File: config.mk
export PLATFORM = sky130hd
export DESIGN_NAME = pfb_coef_reload_streamer
export DESIGN_NICKNAME = d
export VERILOG_FILES = /design/src/rtl/pfb_reload_pkg.sv /design/src/rtl/pfb_reload_fifo.sv /design/src/rtl/pfb_coef_reload_streamer.sv
export SDC_FILE = /design/constraint.sdc
export NUM_CORES = 1
export LEC_CHECK = 0
export CORE_AREA = 2 2 173 175
export CTS_CLUSTER_DIAMETER = 100
export DETAILED_ROUTE_END_ITERATION = 10
export DIE_AREA = 0 0 175 177
export PLACE_DENSITY_LB_ADDON = 0.3
export SYNTH_ARGS = -nofsm -noshare
export SYNTH_HDL_FRONTEND = slang
export SYNTH_SLANG_ARGS = --single-unit
File: constraint.sdc
create_clock -name clk -period 7.95 [get_ports clk]
set_input_delay 1.59 -clock clk [delete_from_list [all_inputs] [get_ports clk]]
set_output_delay 1.59 -clock clk [all_outputs]
set_load 0.02 [all_outputs]
File: src/rtl/pfb_reload_pkg.sv
// ============================================================================
// Module   : pfb_reload_pkg
// Brief    : Shared constants and state encoding for the PFB coefficient reload path.
// Revision : 1.0  initial release
// ============================================================================
`default_nettype none

package pfb_reload_pkg;

  localparam int RELOAD_TDATA_WIDTH = 32;
  localparam int PFB_NUM_COEFFS     = 16384;
  localparam int PFB_COEF_WIDTH     = 25;

  typedef enum logic [1:0] {
    S_IDLE  = 2'd0,
    S_FETCH = 2'd1,
    S_DRAIN = 2'd2
  } reload_state_e;

endpackage

`default_nettype wire

File: src/rtl/pfb_reload_fifo.sv
// ============================================================================
// Module   : pfb_reload_fifo
// Brief    : Synchronous skid FIFO holding {last, coefficient} between RAM and stream.
// Revision : 1.0  initial release
// ============================================================================
`default_nettype none

module pfb_reload_fifo #(
  parameter int WIDTH = 26,
  parameter int DEPTH = 8
) (
  input  logic             clk,
  input  logic             sync_reset,
  input  logic             push,
  input  logic [WIDTH-1:0] push_data,
  input  logic             pop,
  output logic [WIDTH-1:0] pop_data,
  output logic             empty
);

  localparam int AW = $clog2(DEPTH);

  logic [WIDTH-1:0] r_mem [DEPTH];
  logic [AW-1:0]    r_wr_ptr;
  logic [AW-1:0]    r_rd_ptr;
  logic [AW:0]      r_count;
  logic             w_full;
  logic             w_wr;
  logic             w_rd;

  assign empty    = (r_count == '0);
  assign w_full   = (r_count == (AW+1)'(DEPTH));
  // A push into a full FIFO is legal when the head leaves in the same cycle.
  assign w_wr     = push && (!w_full || pop);
  assign w_rd     = pop && !empty;
  assign pop_data = r_mem[r_rd_ptr];

  always_ff @(posedge clk) begin
    if (w_wr) r_mem[r_wr_ptr] <= push_data;
  end

  always_ff @(posedge clk) begin
    if (sync_reset) begin
      r_wr_ptr <= '0;
      r_rd_ptr <= '0;
      r_count  <= '0;
    end else begin
      if (w_wr) r_wr_ptr <= r_wr_ptr + 1'b1;
      if (w_rd) r_rd_ptr <= r_rd_ptr + 1'b1;
      case ({w_wr, w_rd})
        2'b10:   r_count <= r_count + 1'b1;
        2'b01:   r_count <= r_count - 1'b1;
        default: r_count <= r_count;
      endcase
    end
  end

endmodule

`default_nettype wire

File: src/rtl/pfb_coef_reload_streamer.sv
// ============================================================================
// Module   : pfb_coef_reload_streamer
// Brief    : Streams NUM_COEFFS staging-RAM words to the PFB reload port over AXI-S.
//            Optional frame checksum enabled by defining PFB_RELOAD_CKSUM_EN.
// Revision : 1.0  initial release
// ============================================================================
`default_nettype none

module pfb_coef_reload_streamer
  import pfb_reload_pkg::*;
#(
  parameter int NUM_COEFFS = PFB_NUM_COEFFS,
  parameter int ADDR_WIDTH = 14,
  parameter int COEF_WIDTH = PFB_COEF_WIDTH,
  parameter int RD_LATENCY = 3,
  parameter int FIFO_DEPTH = 8
) (
  input  logic                          clk,
  input  logic                          sync_reset,
  input  logic                          start,
  output logic                          busy,
  output logic                          done,
  output logic                          coef_rd_en,
  output logic [ADDR_WIDTH-1:0]         coef_addr,
  input  logic [COEF_WIDTH-1:0]         coef_rdata,
  output logic                          m_axis_reload_tvalid,
  output logic [RELOAD_TDATA_WIDTH-1:0] m_axis_reload_tdata,
  output logic                          m_axis_reload_tlast,
  input  logic                          m_axis_reload_tready,
  output logic [RELOAD_TDATA_WIDTH-1:0] frame_cksum
);

  localparam int                    CNT_W       = $clog2(FIFO_DEPTH) + 1;
  localparam logic [ADDR_WIDTH-1:0] c_last_addr = ADDR_WIDTH'(NUM_COEFFS - 1);
  localparam logic [CNT_W-1:0]      c_depth     = CNT_W'(FIFO_DEPTH);

  reload_state_e          r_state;
  reload_state_e          w_state_nxt;
  logic [ADDR_WIDTH-1:0]  r_rd_cnt;
  logic [CNT_W-1:0]       r_used;
  logic [RD_LATENCY-1:0]  r_tag_vld;
  logic [RD_LATENCY-1:0]  r_tag_last;
  logic                   r_done;
  logic                   w_rd_en;
  logic                   w_pop;
  logic                   w_empty;
  logic                   w_start_acc;
  logic                   w_last_beat;
  logic [COEF_WIDTH:0]    w_head;

  assign w_pop       = !w_empty && m_axis_reload_tready;
  assign w_start_acc = (r_state == S_IDLE) && start;
  assign w_last_beat = w_pop && w_head[COEF_WIDTH];

  always_comb begin
    w_state_nxt = r_state;
    w_rd_en     = 1'b0;
    case (r_state)
      S_IDLE: if (start) w_state_nxt = S_FETCH;
      S_FETCH: begin
        // r_used covers FIFO entries plus reads still in the RAM pipe.
        w_rd_en = (r_used < c_depth) || w_pop;
        if (w_rd_en && (r_rd_cnt == c_last_addr)) w_state_nxt = S_DRAIN;
      end
      S_DRAIN: if (w_last_beat) w_state_nxt = S_IDLE;
      default: w_state_nxt = S_IDLE;
    endcase
  end

  always_ff @(posedge clk) begin
    if (sync_reset) begin
      r_state    <= S_IDLE;
      r_rd_cnt   <= '0;
      r_used     <= '0;
      r_tag_vld  <= '0;
      r_tag_last <= '0;
      r_done     <= 1'b0;
    end else begin
      r_state <= w_state_nxt;
      r_done  <= (r_state == S_DRAIN) && w_last_beat;
      if (w_start_acc)  r_rd_cnt <= '0;
      else if (w_rd_en) r_rd_cnt <= r_rd_cnt + 1'b1;
      case ({w_rd_en, w_pop})
        2'b10:   r_used <= r_used + 1'b1;
        2'b01:   r_used <= r_used - 1'b1;
        default: r_used <= r_used;
      endcase
      r_tag_vld[0]  <= w_rd_en;
      r_tag_last[0] <= w_rd_en && (r_rd_cnt == c_last_addr);
      for (int i = 1; i < RD_LATENCY; i++) begin
        r_tag_vld[i]  <= r_tag_vld[i-1];
        r_tag_last[i] <= r_tag_last[i-1];
      end
    end
  end

  pfb_reload_fifo #(
    .WIDTH (COEF_WIDTH + 1),
    .DEPTH (FIFO_DEPTH)
  ) u_fifo (
    .clk       (clk),
    .sync_reset(sync_reset),
    .push      (r_tag_vld[RD_LATENCY-1]),
    .push_data ({r_tag_last[RD_LATENCY-1], coef_rdata}),
    .pop       (w_pop),
    .pop_data  (w_head),
    .empty     (w_empty)
  );

  assign busy                 = (r_state != S_IDLE);
  assign done                 = r_done;
  assign coef_rd_en           = w_rd_en;
  assign coef_addr            = r_rd_cnt;
  assign m_axis_reload_tvalid = !w_empty;
  assign m_axis_reload_tlast  = !w_empty && w_head[COEF_WIDTH];
  assign m_axis_reload_tdata  = {{(RELOAD_TDATA_WIDTH-COEF_WIDTH){w_head[COEF_WIDTH-1]}},
                                 w_head[COEF_WIDTH-1:0]};

`ifdef PFB_RELOAD_CKSUM_EN
  logic [RELOAD_TDATA_WIDTH-1:0] r_cksum;

  always_ff @(posedge clk) begin
    if (sync_reset)       r_cksum <= '0;
    else if (w_start_acc) r_cksum <= '0;
    else if (w_pop)       r_cksum <= r_cksum + m_axis_reload_tdata;
  end

  assign frame_cksum = r_cksum;
`else
  assign frame_cksum = '0;
`endif

endmodule

`default_nettype wire

==> results by group, run 1 <==
Status
  • Status: finished, final reports clean

Logic synthesis
  • Synth cell types: 46
  • Synth Flop Type: edfxtp_1
  • Top cells by area, synth: edfxtp_1 62%, mux4_2 11%, dfxtp_1 8.0%
  • Flops & latches, synth: 248
  • Asr flop ratio synth: 0%
  • Leading area contributor after synthesis: edfxtp_1
  • Seq/Total Area, Yosys: 70.4%
  • Syn avg cell area: 17.8 µm²
  • Post-synthesis cell count: 562
  • Yosys top cell area share: a little over three fifths
  • Post-synth EDFFs: 208
  • Synth Cell Area: between 10000 and 15000 µm²
  • Ys Warns: 0

Finish
  • NumNets Final: 679
  • Area of the multi-input gates: 2710 µm²
  • Util after Layout: 40.7%
  • Ant. Diodes: 0
  • Final cell area excluding filler cells: 11900 µm²
  • Reg area: 7050 µm²
  • Layout cells sized above 1: 20.0%
  • Area overhead of the layout relative to synthesis: 18.8%
  • Filler cells: about 2600

Floorplan
  • # IOs: 112
  • Initial Utilization: 34.2%
  • Die W: 175 µm
  • Die ar.: 31000 µm²
  • Row count: 63
  • Core ar.: around 29000 µm²
  • DIE HEIGHT: 177 µm

GRT
  • Tot GR Track Use: between 10% and 20%
  • Vias in the first global route: 5352
  • Largest net degree at the start of global routing: 55
  • GRT overflow: 0
  • First-pass GRT wire length: 30.4 mm
  • Initial antenna violation count: 1

CTS
  • CTS Root Cell: clkbuf_16
  • Hold Buf Count CTS: 0
  • TritonCTS clock tree: yes
  • CTS H-tree lvls: 1
  • Num Clock Sinks: 248
  • CTS-repair resized insts: 0
  • Clk slew on worst S/H paths: 0.06 ns
  • Worst skew pair latency: 0.52 ns
  • CTS Buffer Depth: 3
  • TritonCTS Buffers: 26
  • Post-CTS setup buffers: 0

STA
  • Final hold viol count: 0
  • Fin crit share: 64.7%
  • Pins Over Slew Limit: 0
  • Final Critical Period: 5.14 ns
  • Setup violators final: 0
  • Least-Margin Pin Slew: 1.10 ns
  • Peak Freq: 194 MHz
  • Worst Skew: 0.0137 ns
  • Setup tns final: 0 ns
  • Unrepaired setup endpoints after global routing: false
  • Worst slew margin: between 20% and 30%

Setup path
  • Startpoint types: primary input
  • R2R Path Start: u_fifo.r_count[0]
  • CP endpoint kind: primary output
  • Setup CP Type: primary input to primary output
  • Crit path required time: 6.36 ns
  • Crit-path max FO: 21
  • Worst Setup SP: m_axis_reload_tready
  • Critical Path AT: 3.55 ns
  • Worst reg-to-reg path cell count: 9

Power
  • Psw: 0.567 mW
  • Leak Pwr: between 3 and 4 nW
  • Switching Share: 20.8%
  • Internal power: 2.15 mW
  • Logic pwr share: 5.5%
  • IR drop worst, VDD: roughly 0.14 mV
  • Sequential power share: 52.7%
  • Clock share of power: 41.8%
  • PwrDens: 228 nW/µm²

Hold path
  • Hold Path Cell Cnt: 1
  • Hold Path Class: register to register
  • HP Start: r_tag_vld[0]

Job
  • Max-Cap Viols: 0

Routing
  • DR WL/cell: 18.7 µm
  • Post-Route WL: 19.6 mm
  • Total number of vias: 5072
  • Drt initial violations: roughly 330
  • Post-route ant nets: 0
  • Via/cell ratio: 4.83
  • DRT Pass-1 Iters: 4
  • DRC: 0

Placed design
  • Dpl cell area: approximately 11000 µm²
  • Placer Congestion: ~0.80
  • Post-DP HPWL: about 11 mm
  • PortBufs: 79
registers in the layout (all words and copies together) (netlist names), named ones only:
| register | count |
|---|---|
| u_fifo.r_wr_ptr | 3 |
| u_fifo.r_rd_ptr | 3 |
| r_tag_last | 3 |
| r_used | 4 |
| r_tag_vld | 3 |
| u_fifo.r_mem | 208 |
| r_state | 2 |
| u_fifo.r_count | 4 |
| coef_addr | 14 |
| done | 1 |
cell usage after synthesis, types with 4 or more instances:
cell / number
buf_4: 41
nor2b_1: 8
mux2i_1: 8
or4_1: 5
nand4_1: 4
or2_2: 5
ha_1: 9
a21oi_1: 15
dfxtp_1: 40
edfxtp_1: 208
nand2_1: 17
o211ai_1: 4
buf_2: 6
nand3_1: 8
nand2b_1: 4
mux2_2: 27
xnor2_1: 5
clkbuf_1: 14
inv_1: 5
and4_1: 4
or3_1: 8
nor2_1: 23
xor2_1: 7
o21ai_0: 7
mux4_2: 50
routing by layer:
metal | track usage (%) | wire length (µm)
met1 | 15.9 | 8020
met2 | 22.7 | 10000
met3 | 2.43 | 1080
met4 | 3.51 | 450
met5 | 0 | 16
layout by cell type (no fill, tap or decap), drive strengths merged, types with 6 or more instances in the layout:
cell type      netlist  layout
a21oi               15      15
clkbuf              14      31
clkdlybuf4s50        0      79
clkinv               0      13
conb                 1      32
dfxtp               40      40
edfxtp             208     208
ha                   9       9
inv                  5       6
mux2                27      27
mux2i                8       8
mux4                50      50
nand2               17      17
nand3                8       8
nor2                23      23
nor2b                8       8
o21ai                8       8
or3                  8       8
xor2                 7       7
stage by stage:
step | instances | worst slack (ns) | hold slack, ns | power (mW)
after floorplan | 593 | 3.52 | 0.414 | 1.56
after global placement | 1003 | 2.86 | 0.422 | 1.60
after detailed placement | 1003 | 2.83 | 0.424 | 1.61
after CTS | 1051 | 2.82 | 0.442 | 2.75
after global routing | 1051 | 2.68 | 0.459 | 2.82
final | 1051 | 2.81 | 0.437 | 2.72
worst max-delay path: stages:
cell and delay (ns):
clkdlybuf4s50_1 0.53, o41ai_4 0.13, a21o_1 0.40, inv_1 0.26, clkdlybuf4s50_1 0.64
power by group through the flow:
stage,clock network [mW],logic [mW],registers [mW]
floorplan,0,0.117,1.45
global placement,0,0.144,1.46
detailed placement,0,0.150,1.46
CTS,1.17,0.150,1.43
global route,1.22,0.161,1.43
finish,1.14,0.149,1.43
cells by family (layout without fill, tap and decap cells):
family / count (synthesis) / in the layout / synth area share [%]
other: 1 / 32 / 0.0375
muxes: 85 / 85 / 15.1
buffers and inverters: 67 / 135 / 4.20
AOI/OAI and AO/OA: 42 / 42 / 2.81
xor gates and xnor gates: 12 / 12 / 1.05
and+or+nand+nor: 98 / 98 / 5.29
DFF: 248 / 248 / 70.4
adders and majority gates: 9 / 9 / 1.13
layout make-up:
class | count | area share, %
Clock inverter | 17 | 1.18
Clock buffer | 31 | 5.63
Tap cell | 390 | 4.10
Multi-Input combinational cell | 278 | 22.8
Timing Repair Buffer | 82 | 6.84
Sequential cell | 248 | 59.3
Inverter | 5 | 0.158
final timing paths:
path,to,slack [ns]
worst max-delay path,coef_rd_en,2.81
worst min-delay path,r_tag_vld[1],0.44
worst max register to register,r_used[2],5.12
worst min register to register,r_tag_vld[1],0.44
Power figures use the tool's default switching activity.
==> run 2, diff against run 1 <==
- clock period: 7.95 -> 4.22 ns (I/O delays scaled with it)
==> results by group, run 2 (synthesis gave the netlist of run 1 again) <==
Setup path
  • CP endpoint kind: primary output
  • Setup CP Type: register to primary output
  • Crit path required time: 3.38 ns (-2.98 ns)
  • R2R Path Start: u_fifo.r_count[0]
  • Critical Path AT: 2.93 ns (-0.62 ns)
  • Startpoint types: register
  • Crit-path max FO: 28 (+33%)

Finish
  • Most common cell after layout, fill and taps aside: edfxtp_1
  • NumNets Final: 694 (+2.2%)
  • Filler cells: 2581 (-0.31%)
  • Layout cells sized above 1: 22.5% (+2.5 points)
  • Ant. Diodes: 0 (unchanged)
  • Max FFs per register: 208 (unchanged)
  • Biggest register: u_fifo.r_mem
  • Area overhead of the layout relative to synthesis: 21.8%
  • Most frequent cells in the layout: 208 x edfxtp_1, 79 x clkdlybuf4s50_1, 50 x mux4_2

Routing
  • Via/cell ratio: 4.83 (about the same)
  • Post-Route WL: 19.7 mm (+0.62%)
  • Post-route ant nets: 0 (unchanged)
  • DRC: 0 (unchanged)
  • DR WL/cell: 18.5 µm (-0.89%)
  • Drt initial violations: 343 (+3.6%)
  • Total number of vias: 5149 (+1.5%)
  • DRT Pass-1 Iters: 6 (+2)

Floorplan
  • Die ar.: 31000 µm² (unchanged)
  • Row count: 63 (unchanged)
  • DIE HEIGHT: 177 µm (unchanged)
  • Die W: 175 µm (unchanged)
  • Initial Utilization: 34.2% (unchanged)
  • Core ar.: 29200 µm² (unchanged)
  • # IOs: 112 (unchanged)

GRT
  • Initial antenna violation count: 1 (unchanged)
  • First-pass GRT wire length: 30.6 mm (+0.63%)
  • GRT overflow: 0 (unchanged)
  • Vias in the first global route: 5450 (+1.8%)
  • Tot GR Track Use: 12.8% (+0.059 points)
  • Largest net degree at the start of global routing: 34 (-38%)

STA
  • Fin crit share: roughly nine tenths
  • Final hold viol count: 0 (unchanged)
  • Pins Over Slew Limit: 0 (unchanged)
  • Worst Skew: 0.0283 ns (+0.0146 ns)
  • Worst slew margin: 47.4% (+21 points)
  • Setup violators final: 0 (unchanged)
  • Setup tns final: 0 ns (unchanged)
  • Final Critical Period: 3.78 ns
  • Least-Margin Pin Slew: 0.785 ns (-0.319 ns)
  • Unrepaired setup endpoints after global routing: false
  • Peak Freq: around 260 MHz

Hold path
  • HP Start: r_tag_last[0]
  • Hold Path Class: register to register

Status
  • Status: finished, final reports clean

CTS
  • CTS Root Cell: clkbuf_16
  • Post-CTS setup buffers: 0 (unchanged)
  • CTS-repair resized insts: 0 (unchanged)
  • Clk slew on worst S/H paths: 0.06 ns (about the same)
  • TritonCTS Buffers: 28 (+7.7%)
  • Num Clock Sinks: 248 (unchanged)
  • Worst skew pair latency: 0.55 ns (+0.03 ns)
  • TritonCTS clock tree: yes
  • CTS H-tree lvls: 1 (unchanged)
  • CTS Buffer Depth: 3 (unchanged)
  • Hold Buf Count CTS: 0 (unchanged)

Placed design
  • Placer Congestion: 0.772 (-2.9%)
  • Post-DP HPWL: 11.6 mm (+5.5%)
  • PortBufs: 79 (unchanged)

Power
  • PwrDens: 446 nW/µm² (+95%)
  • Tot Pwr: 5.44 mW (+100%)
  • Leak Pwr: 3.95 nW (+4.0%)
  • IR drop worst, VDD: 0.284 mV (+100%)

Job
  • Max-Cap Viols: 0 (unchanged)
run 2: area by class of cell:
cell class              count  area (µm²)  share of cell area [%]
clock buffers              35         737                    6.05
clock inverters            16         215                    1.77
inverters                   5        18.8                   0.154
multi-input cells         278        2710                    22.3
flip-flops and latches    248        7050                    57.9
well taps                 390         488                    4.00
repair buffers             95         961                    7.89
run 2: routing by layer:
layer  vias up  wire length [µm]  GRT usage (%)
met5         -                11              0
met4         2               377           2.95
met3        36               915           2.58
met2       138             10000           22.4
met1      2640              8380           16.5
li1       2333                 -              -
run 2: final timing paths:
kind	end	cells after the start	slack, ns
worst min register to register	r_tag_last[1]	1	0.44
worst max-delay path	m_axis_reload_tdata[1]	4	0.44
worst max register to register	r_used[2]	10	1.54
worst min-delay path	r_tag_last[1]	1	0.44
run 2: critical path, cell delays in order (launching register included):
cell and delay, ns:
dfxtp_4 0.70, buf_4 0.32, mux4_2 0.51, mux2_2 0.31, clkdlybuf4s50_1 0.54
run 2: report_power, final:
group | internal (mW) | switching [mW] | total [mW]
Combinational | 0.142 | 0.155 | 0.297
Clock | 1.49 | 0.957 | 2.45
Sequential | 2.66 | 0.0238 | 2.69
run 2: per-stage QoR:
step / hold slack (ns) / utilization [%] / instance area (µm²) / worst slack [ns] / cells
after floorplan: 0.414 / - / 10100 / 0.537 / 593
after global placement: 0.419 / 38.4 / 11200 / 0.876 / 1016
after detailed placement: 0.434 / 38.4 / 11200 / 0.829 / 1016
after CTS: 0.443 / 41.7 / 12200 / 0.358 / 1067
after global routing: 0.454 / 41.7 / 12200 / 0.277 / 1067
final: 0.439 / 41.7 / 12200 / 0.444 / 1067
